--- config.mk ---
export PLATFORM = sky130hd
export DESIGN_NAME = irq_controller
export DESIGN_NICKNAME = d
export VERILOG_FILES = /design/src/rtl/irq_controller.sv
export SDC_FILE = /design/constraint.sdc
export NUM_CORES = 1
export LEC_CHECK = 0
export CAP_MARGIN = 0
export CORE_MARGIN = 2
export CORE_UTILIZATION = 33
export CTS_CLUSTER_SIZE = 28
export DETAILED_ROUTE_END_ITERATION = 10
export GPL_ROUTABILITY_DRIVEN = 0
export SYNTH_ARGS = -nofsm -noshare
export SYNTH_HDL_FRONTEND = slang
export SYNTH_SLANG_ARGS = --single-unit
--- constraint.sdc ---
create_clock -name ph1 -period 2.62 [get_ports ph1]
set_clock_uncertainty 0.15 [all_clocks]
set_input_delay 0.524 -clock ph1 [delete_from_list [all_inputs] [get_ports ph1]]
set_output_delay 0.524 -clock ph1 [all_outputs]
set_load 0.03 [all_outputs]
--- src/rtl/irq_controller.sv ---
// irq_controller
// Eight-line interrupt controller for the MIPS core. Each external line is
// synchronized, rising edges become sticky pending bits, a software mask
// selects which sources may interrupt, and the lowest-index enabled source
// is offered to the core through a req/ack handshake. A new request is only
// raised once the running handler has signalled end-of-interrupt.
module irq_controller #(
    parameter int NUM_IRQ     = 8,
    parameter int SYNC_STAGES = 2
) (
    input  logic                       ph1,
    input  logic                       reset_b,
    input  logic [NUM_IRQ-1:0]         interrupts,
    input  logic                       mask_we,
    input  logic [NUM_IRQ-1:0]         mask_wdata,
    input  logic                       int_ack,
    input  logic                       eoi,
    output logic                       int_req,
    output logic [$clog2(NUM_IRQ)-1:0] int_id,
    output logic [NUM_IRQ-1:0]         pending,
    output logic [NUM_IRQ-1:0]         mask,
    output logic                       in_service
);

    localparam int ID_W = $clog2(NUM_IRQ);

    typedef enum logic [1:0] {
        IDLE    = 2'd0,
        REQ     = 2'd1,
        SERVICE = 2'd2
    } state_t;

    state_t state;
    state_t next_state;

    logic [NUM_IRQ-1:0] sync_q [SYNC_STAGES];
    logic [NUM_IRQ-1:0] prev_q;
    logic [NUM_IRQ-1:0] sync_out;
    logic [NUM_IRQ-1:0] edge_vec;
    logic [NUM_IRQ-1:0] clr_vec;
    logic [NUM_IRQ-1:0] active;
    logic [ID_W-1:0]    winner;
    logic               have_winner;
    logic               ack_accept;
    logic               eoi_accept;

    // Synchronizer chain per line followed by the prev flop used for edge detection
    always_ff @(posedge ph1 or negedge reset_b) begin
        if (!reset_b) begin
            for (int s = 0; s < SYNC_STAGES; s++) begin
                sync_q[s] <= '0;
            end
            prev_q <= '0;
        end else begin
            sync_q[0] <= interrupts;
            for (int s = 1; s < SYNC_STAGES; s++) begin
                sync_q[s] <= sync_q[s-1];
            end
            prev_q <= sync_q[SYNC_STAGES-1];
        end
    end

    // Rising edge of each synchronized line, one cycle wide
    always_comb begin
        sync_out = sync_q[SYNC_STAGES-1];
        edge_vec = sync_out & ~prev_q;
    end

    // Handshake inputs only count in the state where they are meaningful
    always_comb begin
        ack_accept = (state == REQ) && int_ack;
        eoi_accept = (state == SERVICE) && eoi;
    end

    // One-hot clear for the source being acknowledged
    always_comb begin
        clr_vec = '0;
        if (ack_accept) begin
            clr_vec[int_id] = 1'b1;
        end
    end

    // Software mask register; masked sources still latch into pending
    always_ff @(posedge ph1 or negedge reset_b) begin
        if (!reset_b) begin
            mask <= '0;
        end else if (mask_we) begin
            mask <= mask_wdata;
        end
    end

    // Sticky pending bits; a fresh edge beats a same-cycle clear
    always_ff @(posedge ph1 or negedge reset_b) begin
        if (!reset_b) begin
            pending <= '0;
        end else begin
            pending <= (pending & ~clr_vec) | edge_vec;
        end
    end

    // Lowest-index enabled pending source wins arbitration
    always_comb begin
        active      = pending & mask;
        winner      = '0;
        have_winner = 1'b0;
        for (int i = NUM_IRQ - 1; i >= 0; i--) begin
            if (active[i]) begin
                winner      = i[ID_W-1:0];
                have_winner = 1'b1;
            end
        end
    end

    // Source index is captured when leaving IDLE and frozen until the next decision
    always_ff @(posedge ph1 or negedge reset_b) begin
        if (!reset_b) begin
            int_id <= '0;
        end else if ((state == IDLE) && have_winner) begin
            int_id <= winner;
        end
    end

    // FSM state register
    always_ff @(posedge ph1 or negedge reset_b) begin
        if (!reset_b) begin
            state <= IDLE;
        end else begin
            state <= next_state;
        end
    end

    // FSM next-state logic; an ack together with eoi in REQ acts as ack only
    always_comb begin
        next_state = state;
        case (state)
            IDLE: begin
                if (have_winner) begin
                    next_state = REQ;
                end
            end
            REQ: begin
                if (ack_accept) begin
                    next_state = SERVICE;
                end
            end
            SERVICE: begin
                if (eoi_accept) begin
                    next_state = IDLE;
                end
            end
            default: begin
                next_state = IDLE;
            end
        endcase
    end

    // FSM outputs decoded from the state register only
    always_comb begin
        int_req    = 1'b0;
        in_service = 1'b0;
        case (state)
            REQ:     int_req    = 1'b1;
            SERVICE: in_service = 1'b1;
            default: begin
                int_req    = 1'b0;
                in_service = 1'b0;
            end
        endcase
    end

endmodule

After elaboration in Yosys (flattened, before gate mapping)

Cells that the tools add are included.

$add $sub $neg: 0
Multiply operators: 0
Div/mod/pow operators: 0
Order comparisons: 2
Eq/ne operators: 5
Shift-type cells: 0
Multiplexer cells: 25
Bitwise logic cells: 6
Reduce and logical (&&, ||, !) cells: 6

Operators by type and width:

| kind                                                                  | number |
|---|---|
| 8-bit AND                                                             | 3 |
| 3-bit two-way mux                                                     | 8 |
| 8-bit inverter                                                        | 2 |
| 1-bit two-way mux                                                     | 11 |
| 8-bit two-way mux                                                     | 1 |
| 8-bit OR                                                              | 1 |
| 2-bit two-way mux                                                     | 3 |
| 2-bit inequality test, second input constant                          | 3 |
| 2-bit case mux with 3 select lines                                    | 1 |
| 1-bit logical AND                                                     | 4 |
| 3-bit by 4-bit < comparator with 1-bit output, second input constant  | 1 |
| 1-bit demux with 3-bit select                                         | 1 |
| 3-bit by 1-bit >= comparator with 1-bit output, second input constant | 1 |
| 3-bit AND reduction                                                   | 1 |
| 2-bit by 1-bit equality test with 1-bit output, second input constant | 1 |
| 2-bit equality test, second input constant                            | 1 |
| 2-bit logical NOT                                                     | 1 |

Flip-flop bits (word level): 45
Latch bits: 0
RAM bits: 0
Bits in read-only memories: 0
Bits of input ports: 21
Word-level logic and storage cells: 51
Memories kept: 0

Depth between registers and ports, before layout

Gate-level depths: netlist of run 1.

Depth after elaboration: 11
Gate-level depth with buffers: 4

Worst setup path before layout of run 1

Ideal clock, no wire load.

Path type: register -> output
Start: reg state[0]
End: out int_req
Arrival time: 0.877 ns
Required time: 1.946 ns
Setup slack: 1.069 ns
Cell stages (with the launch flop): 2
Buffers on the path: 0
Path through: dfrtp_1 nor2b_1

Longest elaborated chain between the ends: 2

Ends and longest elaborated chain:

| element                                        | line | text |
|---|---|---|
| from (decl)                                    | 33   | `state_t state;` |
| from (signal assigned)                         | 128  | `state <= next_state;` |
| 2-bit by 1-bit equality test with 1-bit output | 161  | `case (state)` |
| 1-bit two-way mux                              | 161  |  |
| to (decl)                                      | 18   | `output logic int_req,` |

No other way between the ends.

Worst setup path in the final report of run 1

Start: reg state[0]
End: out in_service

Longest elaborated chain between the ends: 2

Ends and longest elaborated chain:

| element             | line | text |
|---|---|---|
| 2-bit equality test | 161  |  |
| 1-bit two-way mux   | 161  |  |
| to (decl)           | 22   | `output logic in_service` |

No other way between the ends.

==> out/metrics.csv, run 1 <==
stage,metric,value,unit
finish,drive_gt1_frac,0.127,
grt,grt_pass1_vias,1097,
synth,synth.most_common_cell,dfrtp_1,
synth,yosys_most_used_dff,dfrtp_1,
floorplanning,initial_utilization,0.350,
floorplanning,io_pins,42,
synth,synth-compound-area-share,0.133,
worst_setup_path,cp-end-kind,output pin,
synth,async_flop_share,1.00,
worst_setup_path,crit_path_start_kind,flop,
synth,ys_types,22,
worst_setup_path,rrSetupSlack,1.12,ns
drt,detail_route.wl_per_cell,13.6,um
synth,syn_area,1560,um2
grt,grt_max_degree,19,
synth,synth.top_cell.area_share,0.723,
timing,setup_viol,0,
drt,ant_nets,0,
floorplanning,core-area,4440,um2
clock_network,numCtsBuffers,5,
timing,period_minus_slack,2.31,ns
clock_network,htree_levels,2,
timing,final_max_slew_viol_count,0,
grt,grt_use_total,0.133,
grt,grt_pass1_wl,5.26,mm
synth,yosys.area_share.simple,0.0619,
timing,period_share,0.883,
synth,synth-seq-cells,45,
clock_network,cts_buffer_depth,2,
timing,fmax,432,MHz
drt,first_pass_iters,4,
timing,maxSlewHeadroom,0.738,
floorplanning,die_area,5280,um2
clock_network,clkTransAtPathRegs,0.08,ns
worst_setup_path,required,1.95,ns
clock_network,cts_hold_buf,1,
timing,rsz0062_at_grt,false,
run,maxCapViolCount,0,
timing,setup_ws,0.307,ns
clock_network,clkLatencyLatePin,0.29,ns
floorplanning,die_x,72.7,um
power,peakVddDrop,0.329,mV
grt,grt_overflow,0,
finish,register_area,1130,um2
drt,drt-initial-drc-count,113,
drt,via_per_inst,4.91,
synth,syn-num-nets,135,
finish,fin_nets,185,
clock_network,cts_setup_buffers,0,
synth,avgSynthCellArea,13.7,um2
drt,routed_wl,2.95,mm
synth,synth.mux.area_fraction,0.0579,
hold_path,min_path_type,reg2reg,
timing,timing.hold.ws,0.202,ns
synth,synth-adder-area-share,0,
placed_design,port_buffers,41,
synth,synth-seq-area-share,0.723,
grt,antenna_found_initial,0,
clock_network,ctsRootBufferMaster,clkbuf_8,
placed_design,pre_cts_ws,0.588,ns
finish,final_util,0.483,
synth,synth_top_family_by_area,compound AO/OA/AOI/OAI gates,
synth,synth_edf_count,0,
synth,synth.largest_area_cell,dfrtp_1,
timing,timing.setup.tns,0,ns
worst_setup_path,worst-path-max-fanout,7,
synth,syn_inst,114,
power,finalPower,2.02,mW
worst_setup_path,crit_arrival,1.64,ns
power,power_density,941,nW/um2
placed_design,place_hpwl,2.19,mm
synth,synthTopCellsByCount,"dfrtp_1 (45), o21ai_0 (15), inv_1 (9)",
clock_network,ctsResizeCount,0,
drt,via_count,1065,
finish,syn_to_final_growth,38.0,%
drt,drcViolationCount,0,
timing,tightestPinTransition,0.393,ns
finish,n_antenna_cell,0,
placed_design,dp.cells,208,
power,power_leakage,0.910,nW
floorplanning,dieHeight,72.7,um
outcome,status,"complete, no violations",
finish,num-fill-cells,407,
placed_design,placed_area,2040,um2
clock_network,cts_tree,built,
synth,yosysWarnings,0,
worst_setup_path,worstSetupPathType,reg2out,
finish,fin_cells,217,
synth,yosys-top-cells-area,"dfrtp_1 (72%), mux2_2 (5.8%), o21ai_0 (4.8%)",
synth,synth_xor_area_frac,0,
finish,multi_input_area,393,um2
clock_network,clock-sinks,45,
finish,fin_area,2150,um2
timing,final-hold-violation-count,0,
floorplanning,num_rows,24,
-- final timing paths --
check / start / end / depth (start not counted)
setup / recovery: state[0] / in_service / 2
hold / removal: sync_q[12] / sync_out[4] / 0
setup reg to reg: mask[3] / int_id[0] / 4
hold reg to reg: sync_q[12] / sync_out[4] / 0
max in group asynchronous: reset_b / int_id[0] / 3
min in group asynchronous: reset_b / mask[3] / 2
-- area by class of cell --
type,count,share of cell area
clock buffers,6,0.0384
clock inverters,2,0.00815
inverters,9,0.0157
multi-input cells,59,0.183
flip-flops and latches,45,0.524
well taps,52,0.0303
repair buffers,44,0.200
-- cell usage in the layout (no fill, tap or decap), types with 2 or more instances in the layout --
cell and n:
o21ai_0 15, mux2_2 8, nor2_1 2, a21oi_1 5, a32o_1 2, nand2_1 8, clkdlybuf4s50_1 40, dfrtp_1 45
clkbuf_8 6, inv_1 9, a22oi_1 5, nand2b_1 3, buf_4 2
-- power by group --
part	total [mW]	leakage [nW]	internal [mW]	switching [mW]
clock network	0.454	0.0518	0.219	0.235
registers	0.938	0.506	0.803	0.136
logic	0.630	0.352	0.283	0.347
-- logic make-up after synthesis --
| kind of cell | Yosys count |
|---|---|
| simple gates | 18 |
| buf+inv | 10 |
| flops | 45 |
| compound gates | 33 |
| mux | 8 |
-- worst max-delay path, stage by stage (launching register included) --
cell and delay (ns):
dfrtp_1 0.44, and2b_1 0.23, clkdlybuf4s50_1 0.67
-- per-layer routing --
| metal | vias to the layer above | GRT usage | wire length [um] |
|---|---|---|---|
| met5 | - | 0 | 0 |
| met4 | 0 | 0.0679 | 71 |
| met3 | 7 | 0.0387 | 225 |
| met2 | 47 | 0.201 | 1340 |
| met1 | 507 | 0.176 | 1320 |
| li1 | 504 | - | - |
-- state kept, by name, summed over array words and instances (netlist names) --
signal / cells
mask: 8
pending: 8
prev_q: 8
sync_out: 8
sync_q: 8
int_id: 3
state: 2
No activity file was read; power rests on OpenSTA's default activity.
==> inputs of run 2 (changes only) <==
--- a/config.mk
+++ b/config.mk
@@ -7,10 +7,11 @@
 export LEC_CHECK = 0
 export CAP_MARGIN = 0
 export CORE_MARGIN = 2
-export CORE_UTILIZATION = 33
+export CORE_UTILIZATION = 30
 export CTS_CLUSTER_SIZE = 28
 export DETAILED_ROUTE_END_ITERATION = 10
 export GPL_ROUTABILITY_DRIVEN = 0
+export GPL_TIMING_DRIVEN = 0
 export SYNTH_ARGS = -nofsm -noshare
 export SYNTH_HDL_FRONTEND = slang
 export SYNTH_SLANG_ARGS = --single-unit
==> run 2 against run 1 <==
Worst hold slack got worse by 0.16 ns. Cell count increased by 7.4%. Flip-flop and latch count unchanged. Count of clock-buffer cells in the layout unchanged. Via count decreased by 1.8%. Final area increased by 1.0%. Total power increased by 3.1%.
==> out/metrics.csv, run 2 (synthesis results as in run 1) <==
stage,metric,value,unit,change
outcome,status,"complete, no violations",,unchanged
finish,syn_to_final_growth,39.5,%,was 38.0%
worst_setup_path,worst-path-max-fanout,7,,unchanged
worst_setup_path,rr_endpoint,int_id[0],,unchanged
power,peakVddDrop,0.365,mV,was 0.329 mV
floorplanning,initial_utilization,0.309,,was 0.350
placed_design,placed_area,2060,um2,was 2040 um2
power,p_int,1.37,mW,was 1.30 mW
power,power_leakage,0.906,nW,was 0.910 nW
drt,via_per_inst,4.49,,was 4.91
clock_network,ctsRootBufferMaster,clkbuf_8,,unchanged
drt,drcViolationCount,0,,unchanged
floorplanning,core-area,5040,um2,was 4440 um2
drt,detail_route.wl_per_cell,12.9,um,was 13.6 um
placed_design,place_hpwl,2.13,mm,was 2.19 mm
run,maxCapViolCount,0,,unchanged
grt,grt_pass1_vias,1124,,was 1097
finish,layout_commonest_cell,dfrtp_1,,unchanged
clock_network,cts_tree,built,,unchanged
grt,antenna_found_initial,0,,unchanged
drt,via_count,1046,,was 1065
power,clkPwrFrac,0.244,,was 0.224
timing,setup_viol,0,,unchanged
hold_path,min_path_type,in2async,,was reg2reg
worst_setup_path,required,1.95,ns,about the same
drt,routed_wl,3.00,mm,was 2.95 mm
timing,period_minus_slack,2.32,ns,was 2.31 ns
grt,grt_pass1_wl,5.13,mm,was 5.26 mm
drt,first_pass_iters,4,,unchanged
clock_network,numCtsBuffers,5,,unchanged
clock_network,clkLatencyLatePin,0.29,ns,about the same
drt,drt-initial-drc-count,47,,was 113
timing,period_share,0.884,,was 0.883
finish,drive_gt1_frac,0.117,,was 0.127
clock_network,clock-sinks,45,,unchanged
finish,fin_area,2170,um2,was 2150 um2
grt,grt_use_total,0.114,,was 0.133
floorplanning,die_x,76.0,um,was 72.7 um
worst_setup_path,crit_path_start_kind,flop,,unchanged
clock_network,htree_levels,2,,unchanged
power,pwr-share-seq,0.452,,was 0.464
clock_network,cts_buffer_depth,2,,unchanged
worst_setup_path,rrSetupSlack,1.10,ns,was 1.12 ns
grt,grt_overflow,0,,unchanged
floorplanning,dieHeight,76.0,um,was 72.7 um
timing,rsz0062_at_grt,false,,unchanged
worst_setup_path,crit_arrival,1.64,ns,about the same
grt,grt_max_degree,46,,was 19
floorplanning,io_pins,42,,unchanged
clock_network,cts_hold_buf,0,,was 1
timing,final_max_slew_viol_count,0,,unchanged
placed_design,port_buffers,40,,was 41
timing,tightestPinTransition,0.384,ns,was 0.393 ns
worst_setup_path,timing.rr.start,mask[3],,unchanged
timing,timing.setup.tns,0,ns,unchanged
floorplanning,die_area,5780,um2,was 5280 um2
power,p_switching,0.712,mW,was 0.717 mW
power,p_sw_frac,0.342,,was 0.355
finish,n_antenna_cell,0,,unchanged
floorplanning,num_rows,26,,was 24
drt,ant_nets,0,,unchanged
timing,final-hold-violation-count,0,,unchanged
power,power_frac_comb,0.303,,was 0.312
clock_network,clkTransAtPathRegs,0.08,ns,about the same
worst_setup_path,worstSetupPathType,reg2out,,unchanged
worst_setup_path,reg2reg_depth,4,,unchanged
clock_network,ctsResizeCount,0,,unchanged
clock_network,cts_setup_buffers,0,,unchanged
finish,fin_nets,183,,was 185
timing,fmax,432,MHz,about the same
finish,final_cell_mix,"dfrtp_1 (45), clkdlybuf4s50_1 (39), o21ai_0 (15)",,"was dfrtp_1 (45), clkdlybuf4s50_1 (40), o21ai_0 (15)"
worst_setup_path,cp-end-kind,output pin,,unchanged
power,power_density,960,nW/um2,was 941 nW/um2
timing,maxSlewHeadroom,0.744,,was 0.738
[run 2: layer usage]
layer,GRT usage,wire length (um)
met1,0.133,1340
met2,0.183,1460
met3,0.0557,188
met4,0.0382,21
met5,0,0
[run 2: how the worst max path moves through the flow]
stage | start | end | cells after the start
6_report | state[0] | in_service | 2
5_1_grt | state[0] | in_service | 2
4_1_cts | state[0] | in_service | 2
3_5_place_dp | int_ack | pending[6] | 5
3_3_place_gp | reset_b | mask[3] | 1
2_1_floorplan | state[0] | int_req | 1
[run 2: power groups by stage]
stage	registers (mW)	clock network [mW]	logic (mW)
2_1_floorplan	1.07	0	0.220
3_3_place_gp	0.951	0	0.622
3_5_place_dp	0.953	0	0.638
4_1_cts	0.943	0.528	0.639
5_1_grt	0.968	0.558	0.681
6_report	0.943	0.509	0.632
[run 2: stage by stage]
stage	setup slack (ns)	utilization	power [mW]	cells	hold WS, ns
final	0.304	0.431	2.08	233	0.0395
after global placement	-0.151	0.405	1.57	224	0.183
after global routing	0.219	0.431	2.21	233	0.0558
after detailed placement	0.565	0.408	1.59	225	0.186
after CTS	0.285	0.431	2.11	233	0.0409
after floorplan	1.07	-	1.29	114	0.0784
[run 2: layout make-up]
| cell class | count | area [um2] |
|---|---|---|
| buffer | 1 | 3.75 |
| clock buffer | 6 | 72.6 |
| clock inverter | 2 | 38.8 |
| fill | 471 | 2870 |
| inverter | 9 | 33.8 |
| multi-input combinational | 59 | 393 |
| sequential | 45 | 1130 |
| tap | 70 | 87.6 |
| timing repair buffer | 41 | 415 |
[run 2: worst max-delay path, stage by stage (launching register included)]
cell,delay (ns)
dfrtp_1,0.44
and2b_1,0.23
clkdlybuf4s50_1,0.68
